**config.mk**
```make
export PLATFORM = sky130hd
export DESIGN_NAME = dut_uart_mux_flat
export DESIGN_NICKNAME = d
export VERILOG_FILES = /design/src/rtl/dut_uart_pkg.sv /design/src/rtl/dut_uart_mux_if.sv /design/src/rtl/dut_uart_fifo.sv /design/src/rtl/dut_uart_mux.sv /design/src/flat_wrapper.sv
export SDC_FILE = /design/constraint.sdc
export NUM_CORES = 1
export LEC_CHECK = 0
export ABC_AREA = 1
export BUFFER_PORTS_ARGS = -buffer_cell sky130_fd_sc_hd__buf_4
export CAP_MARGIN = 40
export CORE_ASPECT_RATIO = 0.75
export CORE_MARGIN = 2
export CORE_UTILIZATION = 55
export DETAILED_ROUTE_END_ITERATION = 10
export GPL_TIMING_DRIVEN = 0
export PLACE_DENSITY = 0.74
export SLEW_MARGIN = 40
export SYNTH_ARGS = -nofsm -noshare
export SYNTH_HDL_FRONTEND = slang
export SYNTH_SLANG_ARGS = --single-unit
```
**constraint.sdc**
```tcl
create_clock -name clk -period 2.2 [get_ports clk]
set_input_delay 0.44 -clock clk [delete_from_list [all_inputs] [get_ports clk]]
set_output_delay 0.44 -clock clk [all_outputs]
set_load 0.01 [all_outputs]
```
**src/rtl/dut_uart_pkg.sv**
```systemverilog
// dut_uart_pkg: frame-state enum and framing constants shared by the DUT UART mux.
package dut_uart_pkg;
    typedef enum logic [1:0] {IDLE, HDR, PAY} frame_state_t;
    localparam logic [3:0] HDR_TAG = 4'hA;
    localparam int UART_BITS = 10;
endpackage

```
**src/rtl/dut_uart_mux_if.sv**
```systemverilog
// dut_uart_mux_if: per-channel byte strobes and data lanes from the DUT copies.
interface dut_uart_mux_if #(parameter int NUM_CH = 2) ();
    logic [NUM_CH-1:0]   byte_en;
    logic [NUM_CH*8-1:0] byte_data;
    modport master (output byte_en, byte_data);
    modport slave  (input  byte_en, byte_data);
endinterface

```
**src/rtl/dut_uart_fifo.sv**
```systemverilog
// dut_uart_fifo: single-clock show-ahead FIFO; a push on full is kept when a pop happens in the same cycle.
module dut_uart_fifo #(
    parameter int WIDTH = 8,
    parameter int DEPTH = 16
) (
    input  logic             clk,
    input  logic             resetn,
    input  logic             push,
    input  logic             pop,
    input  logic [WIDTH-1:0] din,
    output logic [WIDTH-1:0] dout,
    output logic             empty,
    output logic             drop
);
    localparam int AW = $clog2(DEPTH);
    logic [AW:0]      wp, rp;
    logic [WIDTH-1:0] mem [DEPTH];
    logic             full, wr, rd;
    assign empty = wp == rp;
    assign full  = (wp[AW] != rp[AW]) && (wp[AW-1:0] == rp[AW-1:0]);
    assign rd    = pop && !empty;
    assign wr    = push && (!full || rd);
    assign drop  = push && full && !rd;
    assign dout  = mem[rp[AW-1:0]];
    always_ff @(posedge clk or negedge resetn) begin
        if (!resetn) begin
            wp <= '0;
            rp <= '0;
        end else begin
            wp <= wr ? wp + 1'b1 : wp;
            rp <= rd ? rp + 1'b1 : rp;
        end
    end
    always_ff @(posedge clk)
        if (wr) mem[wp[AW-1:0]] <= din;
endmodule

```
**src/rtl/dut_uart_mux.sv**
```systemverilog
// dut_uart_mux: round-robin merge of NUM_CH byte streams into tagged 2-char 8N1 frames on one TX pin.
// Optional lockstep comparator on the input strobes/lanes is enabled by defining DUT_CMP_EN.
module dut_uart_mux
    import dut_uart_pkg::*;
#(
    parameter int NUM_CH       = 2,
    parameter int FIFO_DEPTH   = 16,
    parameter int CLKS_PER_BIT = 868
) (
    input  logic               clk,
    input  logic               resetn,
    dut_uart_mux_if.slave      bus,
    output logic               uart_txd_o,
    output logic               busy_o,
    output logic [NUM_CH-1:0]  overflow_o,
    output logic               mismatch_o
);
    localparam int CW = NUM_CH > 1 ? $clog2(NUM_CH) : 1;
    localparam int BW = $clog2(CLKS_PER_BIT);
    localparam logic [CW:0]   NCH  = (CW+1)'(NUM_CH);
    localparam logic [BW-1:0] LAST = BW'(CLKS_PER_BIT - 1);

    frame_state_t      state, state_n;
    logic [CW-1:0]     rr, gnt;
    logic [CW:0]       j;
    logic              gnt_v, take, char_done;
    logic [NUM_CH-1:0] empty, drop, pop;
    logic [7:0]        dout [NUM_CH];
    logic [7:0]        payload;
    logic [8:0]        sh;
    logic [3:0]        bit_cnt;
    logic [BW-1:0]     clk_cnt;

    for (genvar c = 0; c < NUM_CH; c++) begin : g_ch
        dut_uart_fifo #(.WIDTH(8), .DEPTH(FIFO_DEPTH)) u_fifo (
            .clk(clk), .resetn(resetn), .push(bus.byte_en[c]), .pop(pop[c]),
            .din(bus.byte_data[8*c +: 8]), .dout(dout[c]), .empty(empty[c]), .drop(drop[c])
        );
        assign pop[c] = take && gnt == CW'(c);
    end

    assign char_done = state != IDLE && clk_cnt == LAST && bit_cnt == 4'(UART_BITS - 1);
    // a grant may also land on the last stop-bit cycle of the payload, giving back-to-back frames
    assign take = gnt_v && (state == IDLE || (state == PAY && char_done));

    always_comb begin
        gnt   = '0;
        gnt_v = 1'b0;
        j     = '0;
        for (int i = NUM_CH - 1; i >= 0; i--) begin
            j = {1'b0, rr} + (CW+1)'(i);
            j = j >= NCH ? j - NCH : j;
            if (!empty[j[CW-1:0]]) begin
                gnt   = j[CW-1:0];
                gnt_v = 1'b1;
            end
        end
        state_n = take ? HDR : char_done ? (state == HDR ? PAY : IDLE) : state;
    end

    always_ff @(posedge clk or negedge resetn) begin
        if (!resetn) begin
            state      <= IDLE;
            rr         <= '0;
            payload    <= '0;
            sh         <= '1;
            bit_cnt    <= '0;
            clk_cnt    <= '0;
            uart_txd_o <= 1'b1;
            busy_o     <= 1'b0;
            overflow_o <= '0;
        end else begin
            state      <= state_n;
            busy_o     <= (|(~empty)) | (state_n != IDLE);
            overflow_o <= overflow_o | drop;
            if (take) begin
                rr         <= gnt == CW'(NUM_CH - 1) ? '0 : gnt + 1'b1;
                payload    <= dout[gnt];
                sh         <= {1'b1, HDR_TAG, 4'(gnt)};
                uart_txd_o <= 1'b0;
                bit_cnt    <= '0;
                clk_cnt    <= '0;
            end else if (state == HDR && char_done) begin
                sh         <= {1'b1, payload};
                uart_txd_o <= 1'b0;
                bit_cnt    <= '0;
                clk_cnt    <= '0;
            end else if (state != IDLE) begin
                if (clk_cnt == LAST) begin
                    clk_cnt    <= '0;
                    bit_cnt    <= bit_cnt + 1'b1;
                    uart_txd_o <= sh[0];
                    sh         <= {1'b1, sh[8:1]};
                end else begin
                    clk_cnt <= clk_cnt + 1'b1;
                end
            end
        end
    end

`ifdef DUT_CMP_EN
    logic mis_set;
    always_comb begin
        mis_set = 1'b0;
        if (NUM_CH > 1) begin
            mis_set = bus.byte_en != '0 && bus.byte_en != '1;
            for (int i = 1; i < NUM_CH; i++)
                if (&bus.byte_en && bus.byte_data[8*i +: 8] != bus.byte_data[7:0]) mis_set = 1'b1;
        end
    end
    always_ff @(posedge clk or negedge resetn)
        if (!resetn) mismatch_o <= 1'b0;
        else         mismatch_o <= mismatch_o | mis_set;
`else
    assign mismatch_o = 1'b0;
`endif
endmodule
```
**src/flat_wrapper.sv**
```systemverilog
// flat-port wrapper written by rule: the top's interface ports become plain ports
module dut_uart_mux_flat import dut_uart_pkg::*;
#(
    parameter int NUM_CH       = 2,
    parameter int FIFO_DEPTH   = 16,
    parameter int CLKS_PER_BIT = 868
)
  (clk, resetn, uart_txd_o, busy_o, overflow_o, mismatch_o, bus_byte_en, bus_byte_data);
  dut_uart_mux_if #(.NUM_CH(NUM_CH)) bus_i ();
  input  logic clk;
  input  logic resetn;
  output logic uart_txd_o;
  output logic busy_o;
  output logic [NUM_CH-1:0] overflow_o;
  output logic mismatch_o;
  input wire logic [$bits(bus_i.byte_en)-1:0] bus_byte_en;
  input wire logic [$bits(bus_i.byte_data)-1:0] bus_byte_data;
  assign bus_i.byte_en = bus_byte_en;
  assign bus_i.byte_data = bus_byte_data;
  dut_uart_mux #(.NUM_CH(NUM_CH), .FIFO_DEPTH(FIFO_DEPTH), .CLKS_PER_BIT(CLKS_PER_BIT)) u_core (.clk(clk), .resetn(resetn), .bus(bus_i), .uart_txd_o(uart_txd_o), .busy_o(busy_o), .overflow_o(overflow_o), .mismatch_o(mismatch_o));
endmodule
```
==> impl_metrics.yaml <==
pwr:
  peakVddDrop_v: 0.000660
  p_total_mw: 19.1
  powerDensity_nw_per_um2: 1180
  leakage_nw: 5.88
clocking:
  cts_num_sinks: 313
  cts_buffer_depth: 3
  tritoncts: "built"
  root_buffer: "clkbuf_16"
  clk_latency_ns: 0.57
  clkSlewWorstSetupHoldPaths_ns: 0.07
  htreeDepth: 1
  cts_buffers: 30
yosys:
  yosys_register_bits: 313
  netlist_top_cells_area: "edfxtp_1 (58%), dfrtp_1 (9.0%), nor2_1 (5.9%)"
  ys_types: 38
  syn-mean-instance-area_um2: 11.1
  syn_area_um2: 13300
  synthFlopType: "edfxtp_1"
  synth_edf_count: 256
  syn-num-nets: 1232
  yosys.area.top_type_share: 0.576
  seq_area_frac_synth: 0.684
  async_reset_ff_frac: 0.182
  synth_warnings: 0
  synth_cells: 1199
  synth_largest_area_cell: "edfxtp_1"
die:
  die_h_um: 139
  start_util: 0.558
  rows: 49
  die_area_um2: 25500
  io_pins: 25
  core_area_um2: 23900
  die_x_um: 184
route:
  drt-pass1-iter-count: 6
  antenna_left: 0
  vias: 10100
  remaining_drc_errors: 0
  drt-initial-drc-count: 1253
  routed_wl_um: 37000
  detail_route.wl_per_cell_um: 22.6
  viasPerCell: 6.14
setup_path:
  startpoint: "u_core.clk_cnt[0]"
  path_delay_family: "simple AND/OR/NAND/NOR gates"
  required_ns: 2.42
  start_kind: "flop"
  rrSetupSlack_ns: -0.12
  max_stage_delay_ns: 0.40
  slowest_stage: "dfrtp_1"
  critPathCapture: "u_core.g_ch[0].u_fifo.mem[0][2]"
  r2r_end: "u_core.g_ch[0].u_fifo.mem[0][2]"
  cp_num_cells: 12
  cp_max_fo: 8
  endpoint_kind: "flop"
  arrival_ns: 2.54
  crit_type: "reg2reg"
  cp_num_buf_inv: 2
  r2r-start: "u_core.clk_cnt[0]"
  ff2ff_path_depth: 12
  crit_chain: "ha_4, inv_2, nor2_2, nand3_2, nor2_4, nand4_1, nand2_4, nand3_4, nand2_4, nand2_8, buf_12, nor2_4"
timing:
  slew_headroom: 0.498
  worstMarginPinSlew_ns: 0.751
  fin_crit_sh: 1.06
  setup_violations: 256
  holdWs_ns: 0.178
  slew_viol_final: 0
  max_freq_mhz: 430
  fin_ws_ns: -0.125
  rsz0062_at_grt: "true"
  skew_ns: 0.0364
  finalHoldViolations: 0
  period_minus_slack_ns: 2.32
  setup_tns_ns: -14.89
worst_hold_path:
  worstHoldPathType: "in2reg"
run_status:
  violations: "setup timing"
  outcome: "complete, but fails checks"
place:
  hpwl_um: 22000
  gp_congestion: 0.915
  place.port_buffers: 23
cells_and_area:
  antenna_cells: 0
  area_growth_pct: 20.7
  fillCellCount: 1644
  multi_input_area_um2: 4080
  nets: 1341
  layout_commonest_cell: "edfxtp_1"
  drive_above_1_share: 0.190
  final_util: 0.674
  mostFrequentLayoutCells: "edfxtp_1 (256), nand2_1 (207), nor2_1 (176)"
  seqCellArea_um2: 9140
run:
  maxCapViolations: 0
global_routing:
  grt_first_pass_wirelength_um: 55000
  antenna_found_initial: 0
  grt_pass1_vias: 9770
  grtUsageTotal: 0.285
  grt_max_degree: 58
  grt-ovfl-total: 0
==> state kept, by name, summed over array words and instances, names as in the netlist, 2 cells and up <==
signal,flops
u_core.sh,8
u_core.clk_cnt,10
u_core.g_ch.u_fifo.rp,10
u_core.g_ch.u_fifo.wp,10
u_core.state,2
u_core.bit_cnt,4
u_core.payload,8
u_core.overflow_o,2
u_core.g_ch.u_fifo.mem,256
==> final cells by class <==
type                    count  share of cell area
plain buffers              59              0.0226
clock buffers              36              0.0480
clock inverters            20              0.0109
inverters                  55              0.0137
multi-input cells         771               0.253
flip-flops and latches    313               0.567
well taps                 306              0.0238
repair buffers             78              0.0606
==> per-layer routing <==
layer / GRT usage / share of wire / vias up
li1: - / - / 4429
met1: 0.421 / 0.40 / 4851
met3: 0.0811 / 0.13 / 103
met2: 0.417 / 0.44 / 681
met4: 0.0842 / 0.027 / 0
met5: 0 / 0 / -
==> report_power, final <==
group	internal, mW	total, mW	leakage, nW	switching, mW
Combinational	2.07	6.51	2.41	4.44
Sequential	7.13	7.56	3.01	0.426
Clock	2.76	4.99	0.457	2.23
Total	12.0	19.1	5.88	7.10
==> worst min-delay path by stage <==
stage / slack (ns) / to / cells past startpoint / startpoint
finish: 0.18 / u_core.g_ch[1].u_fifo.mem[3][1] / 1 / bus_byte_data[9]
global route: 0.20 / u_core.g_ch[0].u_fifo.mem[10][6] / 1 / bus_byte_data[6]
CTS: 0.17 / u_core.g_ch[1].u_fifo.mem[15][1] / 1 / bus_byte_data[9]
detailed placement: 0.46 / u_core.sh[1] / 2 / u_core.sh[1]
global placement: 0.46 / u_core.sh[2] / 2 / u_core.sh[2]
floorplan: 0.14 / u_core.bit_cnt[0] / 0 / resetn
==> cells by family after synthesis <==
kind of cell / Yosys count / share of synthesized area
flops: 313 / 0.684
buf+inv: 115 / 0.0361
compound gates: 223 / 0.0955
mux: 1 / 0.000750
fa+ha+maj: 13 / 0.0122
simple gates: 515 / 0.160
other cells: 1 / 0.000281
xor+xnor: 18 / 0.0118
==> metrics by stage <==
step | instance area [µm²] | cells | setup WS (ns)
floorplan | 13400 | 1199 | -0.102
global placement | 13900 | 1528 | -0.836
detailed placement | 14000 | 1528 | -0.765
CTS | 15900 | 1629 | -0.0894
global route | 16100 | 1638 | -0.236
finish | 16100 | 1638 | -0.125
==> synth_stat cells (2+ instances only) <==
library cell,count
dfstp_2,9
o221ai_1,14
o21ai_0,139
nand2_4,4
nor2_2,3
buf_4,8
a21oi_1,8
nand3_2,3
inv_1,44
o22ai_1,29
dfrtp_1,48
o211ai_1,21
nand4_1,5
xnor2_1,4
nand2_2,5
buf_2,4
nand3_1,72
clkbuf_1,45
a31oi_1,2
edfxtp_1,256
xor2_1,14
nand2_1,207
inv_2,10
ha_1,13
o21ai_1,5
buf_6,2
nor2_1,211
o21bai_1,2
nor2_4,3
==> what timing repair did <==
item                                   in CTS  in global routing
setup endpoints to repair                 272                291
cloned                                      1                  1
pin swaps                                  33                 37
resized for setup                          79                 62
hold buffers                                1                  0
setup buffers                              43                  9
endpoints found under the hold margin      48                  0
(Power assumes the default switching activity.)
